<file path="src/rtl/gpio_serial_cfg_loader_if.sv">
// Bundles the start/busy/done handshake, the config read port and the serial pad-chain signals.
interface gpio_serial_cfg_loader_if #(
   parameter int NUM_IO   = 38,
   parameter int CFG_BITS = 13
);
   localparam int IDX_W = $clog2(NUM_IO);

   logic                start;
   logic [IDX_W-1:0]    cfg_rd_idx;
   logic [CFG_BITS-1:0] cfg_rd_data;
   logic                busy;
   logic                done;
   logic                serial_clock;
   logic                serial_data_out;
   logic                serial_load;

   modport master (
      input  start, cfg_rd_data,
      output cfg_rd_idx, busy, done, serial_clock, serial_data_out, serial_load
   );

   modport slave (
      output start, cfg_rd_data,
      input  cfg_rd_idx, busy, done, serial_clock, serial_data_out, serial_load
   );
endinterface

</file>
<file path="src/rtl/gpio_serial_cfg_loader.sv">
// Shifts every pad's config word into the GPIO control daisy chain, last pad first,
// then pulses serial_load so the chain latches the new modes.
//
// state | meaning
// IDLE  | waiting for start
// FETCH | read config word for pad idx
// SETUP | serial_clock low, data settling
// HIGH  | serial_clock high, chain samples on entry
// LOAD  | serial_load strobe
// DONE  | one-cycle completion pulse
module gpio_serial_cfg_loader #(
   parameter int NUM_IO   = 38,
   parameter int CFG_BITS = 13,
   parameter int CLK_DIV  = 4
) (
   input logic                     clock,
   input logic                     reset,
   gpio_serial_cfg_loader_if.master bus
);
   localparam int IDX_W = $clog2(NUM_IO);
   localparam int BIT_W = $clog2(CFG_BITS);
   localparam int DIV_W = $clog2(CLK_DIV + 1);

   localparam logic [2:0] S_IDLE  = 3'd0;
   localparam logic [2:0] S_FETCH = 3'd1;
   localparam logic [2:0] S_SETUP = 3'd2;
   localparam logic [2:0] S_HIGH  = 3'd3;
   localparam logic [2:0] S_LOAD  = 3'd4;
   localparam logic [2:0] S_DONE  = 3'd5;

   logic [2:0]          state, state_nxt;
   logic [IDX_W-1:0]    idx;
   logic [BIT_W-1:0]    bitcnt;
   logic [DIV_W-1:0]    divcnt;
   logic [CFG_BITS-1:0] shreg;
   logic                div_tc;
   logic                busy_q, done_q, sclk_q, sdo_q, sload_q;

   assign div_tc = (divcnt == '0);

   always_comb begin
      state_nxt = state;
      case (state)
         S_IDLE:  if (bus.start) state_nxt = S_FETCH;
         S_FETCH: state_nxt = S_SETUP;
         S_SETUP: if (div_tc) state_nxt = S_HIGH;
         S_HIGH: begin
            if (div_tc) begin
               if (bitcnt != '0)   state_nxt = S_SETUP;
               else if (idx != '0) state_nxt = S_FETCH;
               else                state_nxt = S_LOAD;
            end
         end
         S_LOAD:  if (div_tc) state_nxt = S_DONE;
         S_DONE:  state_nxt = S_IDLE;
         default: state_nxt = S_IDLE;
      endcase
   end

   // Outputs are decoded from the next state so each is a clean flop aligned to its state.
   always_ff @(posedge clock or posedge reset) begin
      if (reset) begin
         state   <= S_IDLE;
         idx     <= '0;
         bitcnt  <= '0;
         divcnt  <= '0;
         shreg   <= '0;
         busy_q  <= 1'b0;
         done_q  <= 1'b0;
         sclk_q  <= 1'b0;
         sdo_q   <= 1'b0;
         sload_q <= 1'b0;
      end else begin
         state   <= state_nxt;
         busy_q  <= (state_nxt == S_FETCH) || (state_nxt == S_SETUP) ||
                    (state_nxt == S_HIGH)  || (state_nxt == S_LOAD);
         done_q  <= (state_nxt == S_DONE);
         sclk_q  <= (state_nxt == S_HIGH);
         sload_q <= (state_nxt == S_LOAD);

         if (state_nxt != state)  divcnt <= DIV_W'(CLK_DIV - 1);
         else if (divcnt != '0)   divcnt <= divcnt - 1'b1;

         case (state)
            S_IDLE: if (bus.start) idx <= IDX_W'(NUM_IO - 1);
            S_FETCH: begin
               shreg  <= bus.cfg_rd_data;
               bitcnt <= BIT_W'(CFG_BITS - 1);
               sdo_q  <= bus.cfg_rd_data[CFG_BITS-1];
            end
            S_HIGH: begin
               if (div_tc) begin
                  if (bitcnt != '0) begin
                     shreg  <= shreg << 1;
                     bitcnt <= bitcnt - 1'b1;
                     sdo_q  <= shreg[CFG_BITS-2];
                  end else if (idx != '0) begin
                     idx <= idx - 1'b1;
                  end
               end
            end
            default: ;
         endcase
      end
   end

   assign bus.cfg_rd_idx      = idx;
   assign bus.busy            = busy_q;
   assign bus.done            = done_q;
   assign bus.serial_clock    = sclk_q;
   assign bus.serial_data_out = sdo_q;
   assign bus.serial_load     = sload_q;
endmodule

</file>
<file path="src/flat_wrapper.sv">
// flat-port wrapper written by rule: the top's interface ports become plain ports
module gpio_serial_cfg_loader_flat 
#(
   parameter int NUM_IO   = 38,
   parameter int CFG_BITS = 13,
   parameter int CLK_DIV  = 4
)
  (clock, reset, bus_start, bus_cfg_rd_data, bus_cfg_rd_idx, bus_busy, bus_done, bus_serial_clock, bus_serial_data_out, bus_serial_load);
  gpio_serial_cfg_loader_if #(.NUM_IO(NUM_IO), .CFG_BITS(CFG_BITS)) bus_i ();
  input logic clock;
  input logic reset;
  input wire logic [$bits(bus_i.start)-1:0] bus_start;
  input wire logic [$bits(bus_i.cfg_rd_data)-1:0] bus_cfg_rd_data;
  output wire logic [$bits(bus_i.cfg_rd_idx)-1:0] bus_cfg_rd_idx;
  output wire logic [$bits(bus_i.busy)-1:0] bus_busy;
  output wire logic [$bits(bus_i.done)-1:0] bus_done;
  output wire logic [$bits(bus_i.serial_clock)-1:0] bus_serial_clock;
  output wire logic [$bits(bus_i.serial_data_out)-1:0] bus_serial_data_out;
  output wire logic [$bits(bus_i.serial_load)-1:0] bus_serial_load;
  assign bus_i.start = bus_start;
  assign bus_i.cfg_rd_data = bus_cfg_rd_data;
  assign bus_cfg_rd_idx = bus_i.cfg_rd_idx;
  assign bus_busy = bus_i.busy;
  assign bus_done = bus_i.done;
  assign bus_serial_clock = bus_i.serial_clock;
  assign bus_serial_data_out = bus_i.serial_data_out;
  assign bus_serial_load = bus_i.serial_load;
  gpio_serial_cfg_loader #(.NUM_IO(NUM_IO), .CFG_BITS(CFG_BITS), .CLK_DIV(CLK_DIV)) u_core (.clock(clock), .reset(reset), .bus(bus_i));
endmodule
</file>
<file path="config.mk">
export PLATFORM = sky130hd
export DESIGN_NAME = gpio_serial_cfg_loader_flat
export DESIGN_NICKNAME = d
export VERILOG_FILES = /design/src/rtl/gpio_serial_cfg_loader_if.sv /design/src/rtl/gpio_serial_cfg_loader.sv /design/src/flat_wrapper.sv
export SDC_FILE = /design/constraint.sdc
export NUM_CORES = 1
export LEC_CHECK = 0
export CAP_MARGIN = 0
export CORE_MARGIN = 2
export CORE_UTILIZATION = 29
export DETAILED_ROUTE_END_ITERATION = 8
export PLACE_DENSITY = 0.46
export SLEW_MARGIN = 20
export SYNTH_ARGS = -nofsm -noshare
export SYNTH_HDL_FRONTEND = slang
export SYNTH_SLANG_ARGS = --single-unit
</file>
<file path="constraint.sdc">
create_clock -name clock -period 5.2 [get_ports clock]
set_input_delay 1.04 -clock clock [delete_from_list [all_inputs] [get_ports clock]]
set_output_delay 1.04 -clock clock [all_outputs]
set_load 0.005 [all_outputs]
</file>
# [Word-level counts from Yosys, hierarchy flattened]
# Cells that the tools add are included.
# Widths: inputs -> output; s select.
[word_totals] latchBits=0 memories=0 ff_bits=33 output_inout_bits=11 romBits=0 mem_bits_rw=0
[op_classes] n_shift=0 n_mul=0 n_mux=23 n_reduce_logical=13 n_eq_ne=15 bitwise_logic=0 magnitude_cmp=0 n_addsub=3 div_mod_pow=0
[op_table] cell="$mux 12" n=2
[op_table] cell="$mux 3" n=8
[op_table] cell="$mux 6" n=4
[op_table] cell="$pmux 12 s2" n=1
[op_table] cell="$pmux 3 s5" n=1
[op_table] cell="$eq 3x2->1 const B" n=4
[op_table] cell="$pmux 6 s2" n=1
[op_table] cell="$eq 3x3->1 const B" n=3
[op_table] cell="$mux 4" n=2
[op_table] cell="$pmux 4 s2" n=1
[op_table] cell="$eq 3x1->1 const B" n=2
[op_table] cell="$logic_not 3->1" n=2
[op_table] cell="$ne 2x1->1 const B" n=3
[op_table] cell="$reduce_bool 2->1" n=3
[op_table] cell="$reduce_bool 6->1" n=1
[op_table] cell="$sub 6x1->6 const B" n=1
[op_table] cell="$reduce_and 5->1" n=1
[op_table] cell="$ne 2x2->1 const B" n=2
[op_table] cell="$reduce_bool 4->1" n=1
[op_table] cell="$sub 4x1->4 const B" n=1
[op_table] cell="$logic_or 1x1->1" n=3
[op_table] cell="$ne 3x3->1" n=1
[op_table] cell="$reduce_and 3->1" n=1
[op_table] cell="$reduce_bool 3->1" n=1
[op_table] cell="other kinds (3)" n=4

# [Longest topological paths before layout]
# Gate-level depths: netlist of run 1.
[logic_depth] word_depth=9 depth_mapped=8 ltp_nobuf=7

# [Least setup slack after synthesis of run 1]
# No wires, ideal clock.
[synth_path] kind="reg-to-reg" from="register u_core.bitcnt[0]" to="register u_core.idx[5] (netlist: u_core.bus.cfg_rd_idx[5])" n_path_buf=0 path_slack_ps=3282 path_stages_with_launch=8 t_arrival_ps=1797 setup_ps=121 synth_period_minus_slack_ps=1918 cell_sequence="dfrtp_1 -> inv_1 -> ha_1 -> or3b_4 -> a2111oi_4 -> nand3_1 -> xor2_1 -> nand2_1"
[synth_between] elab_chain_cells=3
[synth_rtl] item="start: declaration" line_no="gpio_serial_cfg_loader.sv:33" source="logic [BIT_W-1:0] bitcnt;"
[synth_rtl] item="start signal: assignment" line_no="gpio_serial_cfg_loader.sv:88" source="bitcnt <= BIT_W'(CFG_BITS - 1);"
[synth_rtl] item="start signal: assignment" line_no="gpio_serial_cfg_loader.sv:95" source="bitcnt <= bitcnt - 1'b1;"
[synth_rtl] item="$reduce_bool 4->1" line_no="gpio_serial_cfg_loader.sv:93" source="if (bitcnt != '0) begin"
[synth_rtl] item="$ne 2x2->1 (no source line)"
[synth_rtl] item="$reduce_and 5->1 (no source line)"
[synth_rtl] item="end signal: assignment" line_no="gpio_serial_cfg_loader.sv:85" source="S_IDLE: if (bus.start) idx <= IDX_W'(NUM_IO - 1);"
[synth_rtl] item="end signal: assignment" line_no="gpio_serial_cfg_loader.sv:98" source="idx <= idx - 1'b1;"
[synth_rtl] item="end: declaration" line_no="gpio_serial_cfg_loader.sv:32" source="logic [IDX_W-1:0] idx;"
# No other way between the ends.
# A chain may end at the register's enable or synchronous reset.

# [Final worst setup path of run 1]
[layout_path] from="register u_core.state[2]" to="register u_core.idx[5] (netlist: u_core.bus.cfg_rd_idx[5])"
[layout_between] elab_chain_cells=3 elab_cells_between_ends=9 classes_between="eq/ne (5); mux (1); reduce/logical (3)"
[layout_rtl] item="start: declaration" line_no="gpio_serial_cfg_loader.sv:31" source="logic [2:0] state, state_nxt;"
[layout_rtl] item="start signal: assignment" line_no="gpio_serial_cfg_loader.sv:74" source="state <= state_nxt;"
[layout_rtl] item="$eq 3x2->1 / $logic_not 3->1 (equally long branches)" line_no="gpio_serial_cfg_loader.sv:84" source="case (state)"
[layout_rtl] item="$ne 2x2->1 (no source line) (tied with other cells)"
[layout_rtl] item="$reduce_and 5->1 (no source line)"
# Parallel ways exist; a longest one is shown, timed or not.

==> results.sh, run 1 <==
export IMPL_tns_ps=0
export IMPL_synth_mux_area_share_pct=8.43
export IMPL_end_kind="flop"
export IMPL_power_density_nw_per_um2=232
export IMPL_final_min_clock_period_ps=2480
export IMPL_slew_headroom_pct=32.9
export IMPL_layout_common_cells="33 x dfrtp_1, 27 x nand2_1, 26 x clkdlybuf4s50_1"
export IMPL_numCtsBuffers=5
export IMPL_path_clk_slew_ps=70
export IMPL_critical_path_required_ps=5360
export IMPL_final_layout_size_suffix_gt1_share_pct=5.67
export IMPL_path_buf_inv=0
export IMPL_antenna_found_initial=0
export IMPL_synth_simple_gate_area_share_pct=18.3
export IMPL_hpwl_mm=2.26
export IMPL_cp_start_kind="flop"
export IMPL_start_util_pct=30.2
export IMPL_cap_viol_max_count=0
export IMPL_synthXorXnorAreaFrac_pct=3.69
export IMPL_totalWireLength_mm=3.13
export IMPL_fin_util_pct=37.7
export IMPL_cp_cell_sequence="nand3b_1 -> a2111oi_4 -> nand3_1 -> xor2_1 -> nand2_1"
export IMPL_cts_tree="built"
export IMPL_antenna_left=0
export IMPL_grt_pass1_vias=1174
export IMPL_h_tree_depth=2
export IMPL_fin_crit_sh_pct=47.7
export IMPL_io_pins=27
export IMPL_synth_async_reset_ratio_pct=100
export IMPL_syn_inst=168
export IMPL_setup_viol=0
export IMPL_skew_ps=6.77
export IMPL_via_per_inst=4.58
export IMPL_dr_total_vias=1219
export IMPL_grt_max_degree=34
export IMPL_wire_per_inst_um=11.7
export IMPL_clk_latency_ps=280
export IMPL_fmax_ghz=0.403
export IMPL_synth_top_family_by_area="simple AND/OR/NAND/NOR gates"
export IMPL_slowest_delay_ps=800
export IMPL_ys_ff_latch=33
export IMPL_synth_distinct_cells=33
export IMPL_p_leak_nw=0.952
export IMPL_layout_commonest_cell="dfrtp_1"
export IMPL_drt_pass1_iterations=4
export IMPL_path_max_fanout=17
export IMPL_yosys_area_top_type="dfrtp_1"
export IMPL_grt_pass1_wl_mm=5.48
export IMPL_rsz0062_at_grt="false"
export IMPL_holdBufCountCts=0
export IMPL_ys_top_cells_by_area="dfrtp_1 50%, mux2i_1 8.4%, nand2_1 6.1%, o21ai_0 4.8%, ha_1 3.8%"
export IMPL_worst_pin_slew_ps=1000
export IMPL_synth_top_area_share_pct=49.7
export IMPL_grtUsageTotal_pct=11.2
export IMPL_syn_area_sq_um=1660
export IMPL_yosysWarningCount=0
export IMPL_num_nets_final=215
export IMPL_fp_row_count=27
export IMPL_fin_total_pwr_mw=0.482
export IMPL_cts_buffer_depth=2
export IMPL_globalplace_congestion=0.820
export IMPL_critPathTopFamily="simple AND/OR/NAND/NOR gates"
export IMPL_synthAdderAreaFrac_pct=3.76
export IMPL_drv_slew=0
export IMPL_synth_compound_area_share_pct=12.0
export IMPL_yosys_most_used_dff="dfrtp_1"
export IMPL_post_cts_resized=0
export IMPL_vdd_ir_drop_max_mv=0.0940
export IMPL_finalHoldViolations=0
export IMPL_status="finished, final reports clean"
export IMPL_syn_nets=189
export IMPL_worst_ep_arrival_time_ps=2650
export IMPL_diodes=0
export IMPL_die_area_sq_um=6360
export IMPL_grt_overflow=0
export IMPL_first_iter_violations=106
export IMPL_cts_root_buf="clkbuf_8"
export IMPL_seq_area_frac_synth_pct=49.7
export IMPL_avgSynthCellArea_sq_um=9.90
export IMPL_cpMaxStageDelayCell="nand3b_1"
export IMPL_remaining_drc_errors=0
export IMPL_die_y_um=79.7
export IMPL_synth_edf_count=0
export IMPL_fp_dieW_um=79.7
export IMPL_nFillCells=541
export IMPL_synthToLayoutAreaGrowth_pct=24.8
export IMPL_core_sq_um=5510
export IMPL_setup_worst_path_class="reg -> reg"
export IMPL_hp_class="reg -> reg"
export IMPL_whs_ps=486
export IMPL_io_buffers=26
export IMPL_clkSinkCount=33
export IMPL_postCtsSetupBuffers=0
==> routing by layer <==
metal	global-route usage, %	wire, um
met5	0	0
met4	4.66	61
met3	3.51	169
met2	16.6	1410
met1	15.2	1480
==> metrics by stage <==
stage | worst slack (ps) | instance area, sq um | std cells
floorplan | 3280 | 1660 | 168
global placement | 2670 | 1990 | 259
detailed placement | 2620 | 1990 | 259
CTS | 2660 | 2070 | 266
global route | 2500 | 2070 | 266
finish | 2720 | 2070 | 266
==> worst register-to-register path, stage by stage (launching register included) <==
cell and delay [ps]:
dfrtp_1 490, nand3b_1 800, a2111oi_4 680, nand3_1 170, xor2_1 160, nand2_1 60
==> logic make-up after synthesis <==
group,Yosys count
simple gates,61
flops,33
xor+xnor,7
fa+ha+maj,5
mux,14
buf+inv,18
compound gates,30
==> power by group <==
group	switching, mW	internal [mW]
clock network	0.0854	0.105
registers	0.00305	0.261
logic	0.0110	0.0171
==> synth_stat cells, types with 2 or more instances <==
master,n
dfrtp_1,33
nand2_1,27
o21ai_0,16
mux2i_1,14
inv_1,10
nor2_1,10
clkbuf_1,6
nor3_1,6
ha_1,5
xor2_1,5
nand3b_1,4
a21oi_1,3
and2_1,3
buf_2,2
nor2b_1,2
nor4b_1,2
o21bai_1,2
o22ai_1,2
xnor2_1,2
==> sequential cells by signal, summed over array words and instances, names as in the netlist <==
| name | flops |
|---|---|
| u_core.bus.done | 1 |
| u_core.bus.serial_load | 1 |
| u_core.divcnt | 3 |
| u_core.state | 3 |
| u_core.bitcnt | 4 |
| u_core.shreg | 12 |
| u_core.bus.serial_data_out | 1 |
| u_core.bus.cfg_rd_idx | 6 |
| u_core.bus.serial_clock | 1 |
| u_core.bus.busy | 1 |
==> layout make-up <==
class | count | area, sq um | share of cell area [%]
inverters | 10 | 37.5 | 1.81
flip-flops and latches | 33 | 826 | 39.8
well taps | 72 | 90.1 | 4.34
clock buffers | 7 | 86.3 | 4.16
multi-input cells | 117 | 767 | 37.0
repair buffers | 27 | 268 | 12.9
==> path summary, 6_finish.rpt <==
kind,from,end,slack [ps],cells past startpoint
min in group asynchronous,reset,u_core.shreg[10],1150,3
min,u_core.shreg[6],u_core.shreg[6],490,2
max,u_core.state[2],u_core.bus.cfg_rd_idx[5],2720,5
max reg2reg,u_core.state[2],u_core.bus.cfg_rd_idx[5],2720,5
min reg2reg,u_core.shreg[6],u_core.shreg[6],490,2
max in group asynchronous,reset,u_core.divcnt[2],3750,3
(Power assumes the default switching activity.)
==> inputs of run 2 (changes only) <==
==> constraint.sdc (replaced) <==
create_clock -name clock -period 2.56 [get_ports clock]
set_input_delay 0.512 -clock clock [delete_from_list [all_inputs] [get_ports clock]]
set_output_delay 0.512 -clock clock [all_outputs]
set_load 0.005 [all_outputs]
==> results.sh, run 2 (synthesized netlist as in run 1, its figures left out) <==
export IMPL_whs_ps=481
export IMPL_numCtsBuffers=5
export IMPL_top_register="u_core.shreg"
export IMPL_grt_overflow=0
export IMPL_cp_cell_sequence="inv_1 -> ha_1 -> or3b_4 -> a2111oi_4 -> nand2_1 -> xor2_1 -> nor2_1"
export IMPL_path_buf_inv=1
export IMPL_end_kind="flop"
export IMPL_combPwrFrac_pct=5.6
export IMPL_p_leak_nw=0.982
export IMPL_status="finished, final reports clean"
export IMPL_power_switching_mw=0.221
export IMPL_fin_crit_sh_pct=81.0
export IMPL_fp_dieW_um=79.7
export IMPL_slew_headroom_pct=60.3
export IMPL_nFillCells=548
export IMPL_final_min_clock_period_ps=2070
export IMPL_cts_tree="built"
export IMPL_layout_common_cells="33 x dfrtp_1, 27 x nand2_1, 26 x clkdlybuf4s50_1"
export IMPL_skew_ps=2.92
export IMPL_power_internal_mw=0.807
export IMPL_largest_reg_flops=12
export IMPL_critPathTopFamily="simple AND/OR/NAND/NOR gates"
export IMPL_via_per_inst=4.56
export IMPL_cp_start_kind="flop"
export IMPL_cap_viol_max_count=0
export IMPL_ff_latch_area_sq_um=826
export IMPL_hp_class="reg -> reg"
export IMPL_cpMaxStageDelayCell="a2111oi_4"
export IMPL_pwr_share_seq_pct=52.1
export IMPL_worst_ep_arrival_time_ps=2220
export IMPL_rsz0062_at_grt="false"
export IMPL_antenna_found_initial=0
export IMPL_drt_pass1_iterations=4
export IMPL_multi_input_area_sq_um=767
export IMPL_worst_pin_slew_ps=587
export IMPL_start_util_pct=30.2
export IMPL_setup_worst_path_class="reg -> reg"
export IMPL_layout_commonest_cell="dfrtp_1"
export IMPL_dr_total_vias=1237
export IMPL_io_buffers=26
export IMPL_hpwl_mm=2.27
export IMPL_path_max_fanout=7
export IMPL_fin_total_pwr_mw=1.03
export IMPL_finalHoldViolations=0
export IMPL_wire_per_inst_um=11.7
export IMPL_core_sq_um=5510
export IMPL_drv_slew=0
export IMPL_clkSinkCount=33
export IMPL_die_area_sq_um=6360
export IMPL_postCtsSetupBuffers=0
export IMPL_fmax_ghz=0.482
export IMPL_synthToLayoutAreaGrowth_pct=27.5
export IMPL_diodes=0
export IMPL_path_clk_slew_ps=70
export IMPL_grt_pass1_vias=1195
export IMPL_clk_latency_ps=290
export IMPL_vdd_ir_drop_max_mv=0.201
export IMPL_totalWireLength_mm=3.18
export IMPL_holdBufCountCts=0
export IMPL_p_clk_share_pct=42.3
export IMPL_post_cts_resized=0
export IMPL_h_tree_depth=2
export IMPL_final_layout_size_suffix_gt1_share_pct=8.54
export IMPL_slowest_delay_ps=530
export IMPL_power_density_nw_per_um2=485
export IMPL_fin_util_pct=38.5
export IMPL_grt_max_degree=34
export IMPL_die_y_um=79.7
export IMPL_swShare_pct=21.5
export IMPL_num_nets_final=219
export IMPL_cts_root_buf="clkbuf_8"
export IMPL_grt_pass1_wl_mm=5.58
export IMPL_antenna_left=0
export IMPL_cts_buffer_depth=2
export IMPL_fp_row_count=27
export IMPL_critical_path_required_ps=2710
export IMPL_setup_viol=0
export IMPL_io_pins=27
export IMPL_grtUsageTotal_pct=11.5
export IMPL_remaining_drc_errors=0
export IMPL_tns_ps=0
export IMPL_globalplace_congestion=0.758
export IMPL_first_iter_violations=65
[run 2: cell count changes in the layout (fill, tap and decap cells not counted), sizes merged]
cell,delta
buf,+4
clkinv,+1
[run 2: final cells by class]
type | instances | area share [%]
clock inverter | 1 | 0.236
inverter | 10 | 1.77
sequential | 33 | 39.0
clock buffer | 7 | 4.55
tap | 72 | 4.25
multi-input combinational | 117 | 36.2
timing repair buffer | 31 | 14.0
[run 2: worst reg2reg max path, delay by kind of cell (launching register included)]
kind / cells / cell delay (ps)
simple gates: 3 / 600
compound gates: 1 / 530
flops: 1 / 410
xor+xnor: 1 / 160
fa+ha+maj: 1 / 150
buf+inv: 1 / 90
[run 2: per-stage QoR]
step,cells,setup slack [ps],cell area [sq um]
floorplan,168,642,1660
global placement,263,494,2020
detailed placement,263,487,2020
CTS,271,480,2120
global route,271,349,2120
finish,271,485,2120
[run 2: layer usage]
layer  GRT usage (%)  vias up  routed length, um
met5               0        -                  0
met4            4.14        0                 54
met3            4.19        5                154
met2            17.3       25               1470
met1            15.1      581               1500
li1                -      626                  -
[run 2: path summary, 6_finish.rpt]
check	slack (ps)	start	cells past startpoint	endpoint
setup / recovery	490	u_core.bitcnt[0]	7	u_core.bus.cfg_rd_idx[3]
hold / removal	480	u_core.shreg[7]	2	u_core.shreg[7]
setup reg to reg	490	u_core.bitcnt[0]	7	u_core.bus.cfg_rd_idx[3]
hold reg to reg	480	u_core.shreg[7]	2	u_core.shreg[7]
max in group asynchronous	1640	reset	3	u_core.divcnt[1]
min in group asynchronous	620	reset	3	u_core.shreg[10]
[run 2: power by group through the flow]
stage	registers [mW]	logic (mW)	clock network [mW]
after floorplan	0.544	0.0214	0
after global placement	0.545	0.0578	0
after detailed placement	0.546	0.0590	0
after CTS	0.535	0.0594	0.452
after global routing	0.536	0.0657	0.473
final	0.536	0.0575	0.435
